**src/rtl/axi_slave_decerr.sv**
```systemverilog
// AXI error sink for unmapped addresses: handshakes every channel and completes
// each burst with RESP_CODE; independent write/read FSMs, one burst in flight each.
module axi_slave_decerr #(
    parameter int         ID_WIDTH   = 4,
    parameter int         DATA_WIDTH = 32,
    parameter logic [1:0] RESP_CODE  = 2'b11
) (
    input  logic                    clk,
    input  logic                    rstn,
    input  logic [ID_WIDTH-1:0]     SLAVE_WR_ADDR_ID,
    input  logic [31:0]             SLAVE_WR_ADDR,
    input  logic [7:0]              SLAVE_WR_ADDR_LEN,
    input  logic [1:0]              SLAVE_WR_ADDR_BURST,
    input  logic                    SLAVE_WR_ADDR_VALID,
    output logic                    SLAVE_WR_ADDR_READY,
    input  logic [DATA_WIDTH-1:0]   SLAVE_WR_DATA,
    input  logic [DATA_WIDTH/8-1:0] SLAVE_WR_STRB,
    input  logic                    SLAVE_WR_DATA_LAST,
    input  logic                    SLAVE_WR_DATA_VALID,
    output logic                    SLAVE_WR_DATA_READY,
    output logic [ID_WIDTH-1:0]     SLAVE_WR_BACK_ID,
    output logic [1:0]              SLAVE_WR_BACK_RESP,
    output logic                    SLAVE_WR_BACK_VALID,
    input  logic                    SLAVE_WR_BACK_READY,
    input  logic [ID_WIDTH-1:0]     SLAVE_RD_ADDR_ID,
    input  logic [31:0]             SLAVE_RD_ADDR,
    input  logic [7:0]              SLAVE_RD_ADDR_LEN,
    input  logic [1:0]              SLAVE_RD_ADDR_BURST,
    input  logic                    SLAVE_RD_ADDR_VALID,
    output logic                    SLAVE_RD_ADDR_READY,
    output logic [ID_WIDTH-1:0]     SLAVE_RD_BACK_ID,
    output logic [DATA_WIDTH-1:0]   SLAVE_RD_DATA,
    output logic [1:0]              SLAVE_RD_DATA_RESP,
    output logic                    SLAVE_RD_DATA_LAST,
    output logic                    SLAVE_RD_DATA_VALID,
    input  logic                    SLAVE_RD_DATA_READY,
    output logic                    WR_LEN_ERR
);

    // state  | meaning
    // W_IDLE | waiting for AW        W_DATA | sinking W beats until LAST
    // W_RESP | B valid until ready   R_IDLE | waiting for AR
    // R_DATA | returning error beats until the LAST handshake
    localparam logic [1:0] W_IDLE = 2'd0;
    localparam logic [1:0] W_DATA = 2'd1;
    localparam logic [1:0] W_RESP = 2'd2;
    localparam logic       R_IDLE = 1'b0;
    localparam logic       R_DATA = 1'b1;

    logic [1:0]          r_wstate;
    logic                r_aw_ready;
    logic                r_w_ready;
    logic                r_b_valid;
    logic [ID_WIDTH-1:0] r_b_id;
    logic [7:0]          r_w_len;
    logic [8:0]          r_w_cnt;
    logic                r_len_err;

    logic                r_rstate;
    logic                r_ar_ready;
    logic                r_r_valid;
    logic                r_r_last;
    logic [ID_WIDTH-1:0] r_r_id;
    logic [7:0]          r_r_len;
    logic [7:0]          r_r_cnt;

    logic                w_unused;

    assign w_unused = ^{SLAVE_WR_ADDR, SLAVE_WR_ADDR_BURST, SLAVE_WR_DATA, SLAVE_WR_STRB,
                        SLAVE_RD_ADDR, SLAVE_RD_ADDR_BURST};

    // Beat counter saturates at 256 so an over-long burst still mismatches LEN+1.
    always_ff @(posedge clk or negedge rstn) begin
        if (!rstn) begin
            r_wstate   <= W_IDLE;
            r_aw_ready <= 1'b0;
            r_w_ready  <= 1'b0;
            r_b_valid  <= 1'b0;
            r_b_id     <= '0;
            r_w_len    <= '0;
            r_w_cnt    <= '0;
            r_len_err  <= 1'b0;
        end else begin
            case (r_wstate)
                W_IDLE: begin
                    if (SLAVE_WR_ADDR_VALID && r_aw_ready) begin
                        r_b_id     <= SLAVE_WR_ADDR_ID;
                        r_w_len    <= SLAVE_WR_ADDR_LEN;
                        r_w_cnt    <= '0;
                        r_aw_ready <= 1'b0;
                        r_w_ready  <= 1'b1;
                        r_wstate   <= W_DATA;
                    end else begin
                        r_aw_ready <= 1'b1;
                    end
                end
                W_DATA: begin
                    if (SLAVE_WR_DATA_VALID && r_w_ready) begin
                        if (r_w_cnt != 9'd256)
                            r_w_cnt <= r_w_cnt + 9'd1;
                        if (SLAVE_WR_DATA_LAST) begin
                            r_w_ready <= 1'b0;
                            r_b_valid <= 1'b1;
                            r_wstate  <= W_RESP;
                            if (r_w_cnt != {1'b0, r_w_len})
                                r_len_err <= 1'b1;
                        end
                    end
                end
                W_RESP: begin
                    if (SLAVE_WR_BACK_READY) begin
                        r_b_valid  <= 1'b0;
                        r_aw_ready <= 1'b1;
                        r_wstate   <= W_IDLE;
                    end
                end
                default: r_wstate <= W_IDLE;
            endcase
        end
    end

    always_ff @(posedge clk or negedge rstn) begin
        if (!rstn) begin
            r_rstate   <= R_IDLE;
            r_ar_ready <= 1'b0;
            r_r_valid  <= 1'b0;
            r_r_last   <= 1'b0;
            r_r_id     <= '0;
            r_r_len    <= '0;
            r_r_cnt    <= '0;
        end else begin
            case (r_rstate)
                R_IDLE: begin
                    if (SLAVE_RD_ADDR_VALID && r_ar_ready) begin
                        r_r_id     <= SLAVE_RD_ADDR_ID;
                        r_r_len    <= SLAVE_RD_ADDR_LEN;
                        r_r_cnt    <= '0;
                        r_ar_ready <= 1'b0;
                        r_r_valid  <= 1'b1;
                        r_r_last   <= (SLAVE_RD_ADDR_LEN == 8'd0);
                        r_rstate   <= R_DATA;
                    end else begin
                        r_ar_ready <= 1'b1;
                    end
                end
                R_DATA: begin
                    if (SLAVE_RD_DATA_READY) begin
                        if (r_r_last) begin
                            r_r_valid  <= 1'b0;
                            r_r_last   <= 1'b0;
                            r_ar_ready <= 1'b1;
                            r_rstate   <= R_IDLE;
                        end else begin
                            r_r_cnt  <= r_r_cnt + 8'd1;
                            r_r_last <= ((r_r_cnt + 8'd1) == r_r_len);
                        end
                    end
                end
                default: r_rstate <= R_IDLE;
            endcase
        end
    end

    assign SLAVE_WR_ADDR_READY = r_aw_ready;
    assign SLAVE_WR_DATA_READY = r_w_ready;
    assign SLAVE_WR_BACK_ID    = r_b_id;
    assign SLAVE_WR_BACK_RESP  = r_b_valid ? RESP_CODE : 2'b00;
    assign SLAVE_WR_BACK_VALID = r_b_valid;
    assign SLAVE_RD_ADDR_READY = r_ar_ready;
    assign SLAVE_RD_BACK_ID    = r_r_id;
    assign SLAVE_RD_DATA       = '0;
    assign SLAVE_RD_DATA_RESP  = r_r_valid ? RESP_CODE : 2'b00;
    assign SLAVE_RD_DATA_LAST  = r_r_last;
    assign SLAVE_RD_DATA_VALID = r_r_valid;
    assign WR_LEN_ERR          = r_len_err;

endmodule

```
**config.mk**
```make
export PLATFORM = sky130hd
export DESIGN_NAME = axi_slave_decerr
export DESIGN_NICKNAME = d
export VERILOG_FILES = /design/src/rtl/axi_slave_decerr.sv
export SDC_FILE = /design/constraint.sdc
export NUM_CORES = 1
export LEC_CHECK = 0
export CORE_MARGIN = 2
export CORE_UTILIZATION = 39
export DETAILED_ROUTE_END_ITERATION = 12
export GPL_TIMING_DRIVEN = 0
export HOLD_SLACK_MARGIN = 0.02
export PLACE_DENSITY_LB_ADDON = 0.1
export SLEW_MARGIN = 40
export SYNTH_ARGS = -nofsm -noshare
export SYNTH_HDL_FRONTEND = slang
export SYNTH_SLANG_ARGS = --single-unit
```
**constraint.sdc**
```tcl
create_clock -name clk -period 3.2 [get_ports clk]
set_input_delay 0.32 -clock clk [delete_from_list [all_inputs] [get_ports clk]]
set_output_delay 0.32 -clock clk [all_outputs]
set_load 0.05 [all_outputs]
```
==> results.toml <==
[timing]
maxSlewHeadroom_pct = 62.9
layout_min_cycle_time_ns = 1.94
final_hold_viol_count = 0
layout_setup_ws_ns = 1.26
finalCritPeriodShare_pct = 60.5
worst_pin_slew_ns = 0.554
final.setup.tns_ns = 0
clock_skew_ns = 0.00647
rsz0062_at_grt = "no"
max_freq_mhz = 517
setup_viol = 0
maxSlewViolCount = 0

[placement]
routabilityCongestion = 0.781
pre_cts_ws_ns = 0.996
port_buffers = 50
place_hpwl_um = 4140

[detailed_routing]
route.detailed.drc = 0
via_per_inst = 4.57
drtPass1Iterations = 4
vias = 2063
wire_per_inst_um = 12.1
drt_iter0_drc = 75
wirelength_um = 5460
drtAntennaViolNets = 0

[critical_path]
setup.worst_path.start = "SLAVE_RD_DATA_VALID"
path_max_fanout = 4
critPathKind = "reg2out"
rr_startpoint = "r_r_cnt[0]"
crit_path_start_kind = "flop"
worst_setup_path_end_kind = "primary output"
critPathRequiredTime_ns = 2.88
arrival_ns = 1.62
reg2regPathDepth = 6

[synth]
synth_edf_count = 0
synthArstFlopShare_pct = 100
ys_seq_area_share_pct = 45.5
synth_top_area_cell = "dfrtp_1"
syn-cell-area_um2 = 2810
yosysMostFrequentCell = "dfrtp_1"
netlist_instances = 265
avgSynthCellArea_um2 = 10.6
yosysWarningCount = 0
netlist_top_cells_area = "dfrtp_1 45%, buf_4 10%, mux2_2 9.6%, xnor2_1 4.1%, xor2_1 3.1%"
ys.flop_type = "dfrtp_1"
synth_top_cell_area_share_pct = 45.5
ys_seq_elements = 51
netlist_top_cells_count = "51 x dfrtp_1, 38 x buf_4, 24 x mux2_2"
synth.distinct_cells = 47

[status]
status = "finished clean"

[layout]
syn_to_final_growth_pct = 30.4
n_fill_cell = 635
drive_gt1_share_pct = 23.4
finalNetCount = 494
antenna_cells = 0

[clock_tree]
cts_tree = "built"
cts-root-buf = "clkbuf_8"
cts.sinks = 51
post_cts_buffers = 0
clk_path_buf_depth = 2
cts_inserted_buffers = 5
post_cts_resized = 0
insertion_delay_ns = 0.31
clkTransAtPathRegs_ns = 0.08
cts_max_level = 2

[die]
die_h_um = 88.8
die_area_um2 = 7890
num_io_pins = 187
rows = 30
coreArea_um2 = 6870
start_util_pct = 40.9
die_w_um = 88.8

[pwr]
max-vdd-ir-drop_uv = 542
power_density_nw_per_um2 = 828
p_leak_nw = 1.65

[grt]
grt_pass1_wl_um = 9040
grt_max_degree = 32
grt_use_total_pct = 14.9
grt_overflow = 0
antenna_found_initial = 0
grt_pass1_vias = 1928

[job]
max_cap_viol_count = 0

[hold_path]
hold_path_class = "in2async"
==> sequential cells by signal, indices dropped and copies added, names as in the netlist <==
signal and count:
SLAVE_WR_ADDR_READY 1, SLAVE_WR_DATA_READY 1, r_r_len 8, r_r_cnt 8, WR_LEN_ERR 1, r_rstate 1
SLAVE_WR_BACK_VALID 1, SLAVE_RD_ADDR_READY 1, r_w_cnt 9, SLAVE_WR_BACK_ID 4, r_wstate 2, SLAVE_RD_DATA_VALID 1
r_w_len 8, SLAVE_RD_DATA_LAST 1, SLAVE_RD_BACK_ID 4
==> worst paths after layout <==
path / slack (ns) / end
max: 1.26 / SLAVE_RD_DATA_RESP[0]
min: 0.42 / SLAVE_RD_DATA_VALID
max reg2reg: 1.40 / SLAVE_RD_DATA_LAST
min reg2reg: 0.48 / WR_LEN_ERR
max in group asynchronous: 2.32 / r_w_cnt[2]
min in group clk: 0.48 / WR_LEN_ERR
==> cell families (layout without fill, tap and decap cells) <==
logic type,after synthesis,in the layout,synth area share [%]
other,1,32,0.134
DFF,51,51,45.5
adders and majority gates,3,3,1.34
muxes,24,24,9.63
and+or+nand+nor,75,75,14.3
AOI/OAI and AO/OA,40,40,9.81
buffers and inverters,48,107,12.1
xor gates and xnor gates,23,23,7.18
==> critical path, cell delays in order, from the launching register on <==
cell             delay (ns)
dfrtp_1                0.40
buf_4                  0.12
clkdlybuf4s50_1        0.78
==> through the flow <==
stage / cell area (um^2) / hold WS (ns) / power [W] / util [%] / cells
after CTS: 3660 / 0.429 / 0.00306 / 53.3 / 451
after floorplan: 2920 / 0.0244 / 0.00224 / - / 296
after global routing: 3660 / 0.458 / 0.00323 / 53.3 / 451
after detailed placement: 3560 / 0.227 / 0.00267 / 51.8 / 443
final: 3660 / 0.424 / 0.00303 / 53.3 / 451
after global placement: 3540 / 0.440 / 0.00265 / 51.6 / 442
==> area by class of cell <==
cell class	count	area [um^2]	area share [%]
Multi-Input combinational cell	197	1310	35.7
Sequential cell	51	1280	34.9
Timing Repair Buffer	52	528	14.4
Buffer	42	318	8.69
Tap cell	96	120	3.28
Clock buffer	6	82.6	2.26
Inverter	6	22.5	0.616
Clock inverter	1	5.00	0.137
==> power by group <==
| part | internal, W | switching [W] | total [W] | leakage [nW] |
|---|---|---|---|---|
| clock network | 0.000170 | 0.000208 | 0.000378 | 0.0470 |
| logic | 0.000674 | 0.000878 | 0.00155 | 0.973 |
| registers | 0.000886 | 0.000211 | 0.00110 | 0.628 |
| total | 0.00173 | 0.00130 | 0.00303 | 1.65 |
==> layout by cell type, fill, tap and decap left out, types with 3 or more instances in the layout <==
cell type and count:
dfrtp_1 51, clkdlybuf4s50_1 49, buf_4 39, conb_1 32, mux2_2 24, nand2_1 23, nor2_1 19, o21ai_0 13
xnor2_1 13, xor2_1 10, a21oi_1 7, nand4_1 7, inv_1 6, clkbuf_8 6, nand3_1 5, o31ai_1 3
ha_1 3
==> metal layers <==
metal | vias to the layer above | global-route usage, % | share of wire [%]
li1 | 1033 | - | -
met1 | 944 | 21.0 | 49
met2 | 80 | 22.5 | 42
met3 | 6 | 4.10 | 7.3
met4 | 0 | 4.68 | 1.4
met5 | - | 0 | 0
==> what timing repair did <==
item	in CTS	in global routing
setup endpoints to repair	0	0
hold buffers	1	0
hold endpoints to repair	20	0
(Power assumes the default switching activity.)
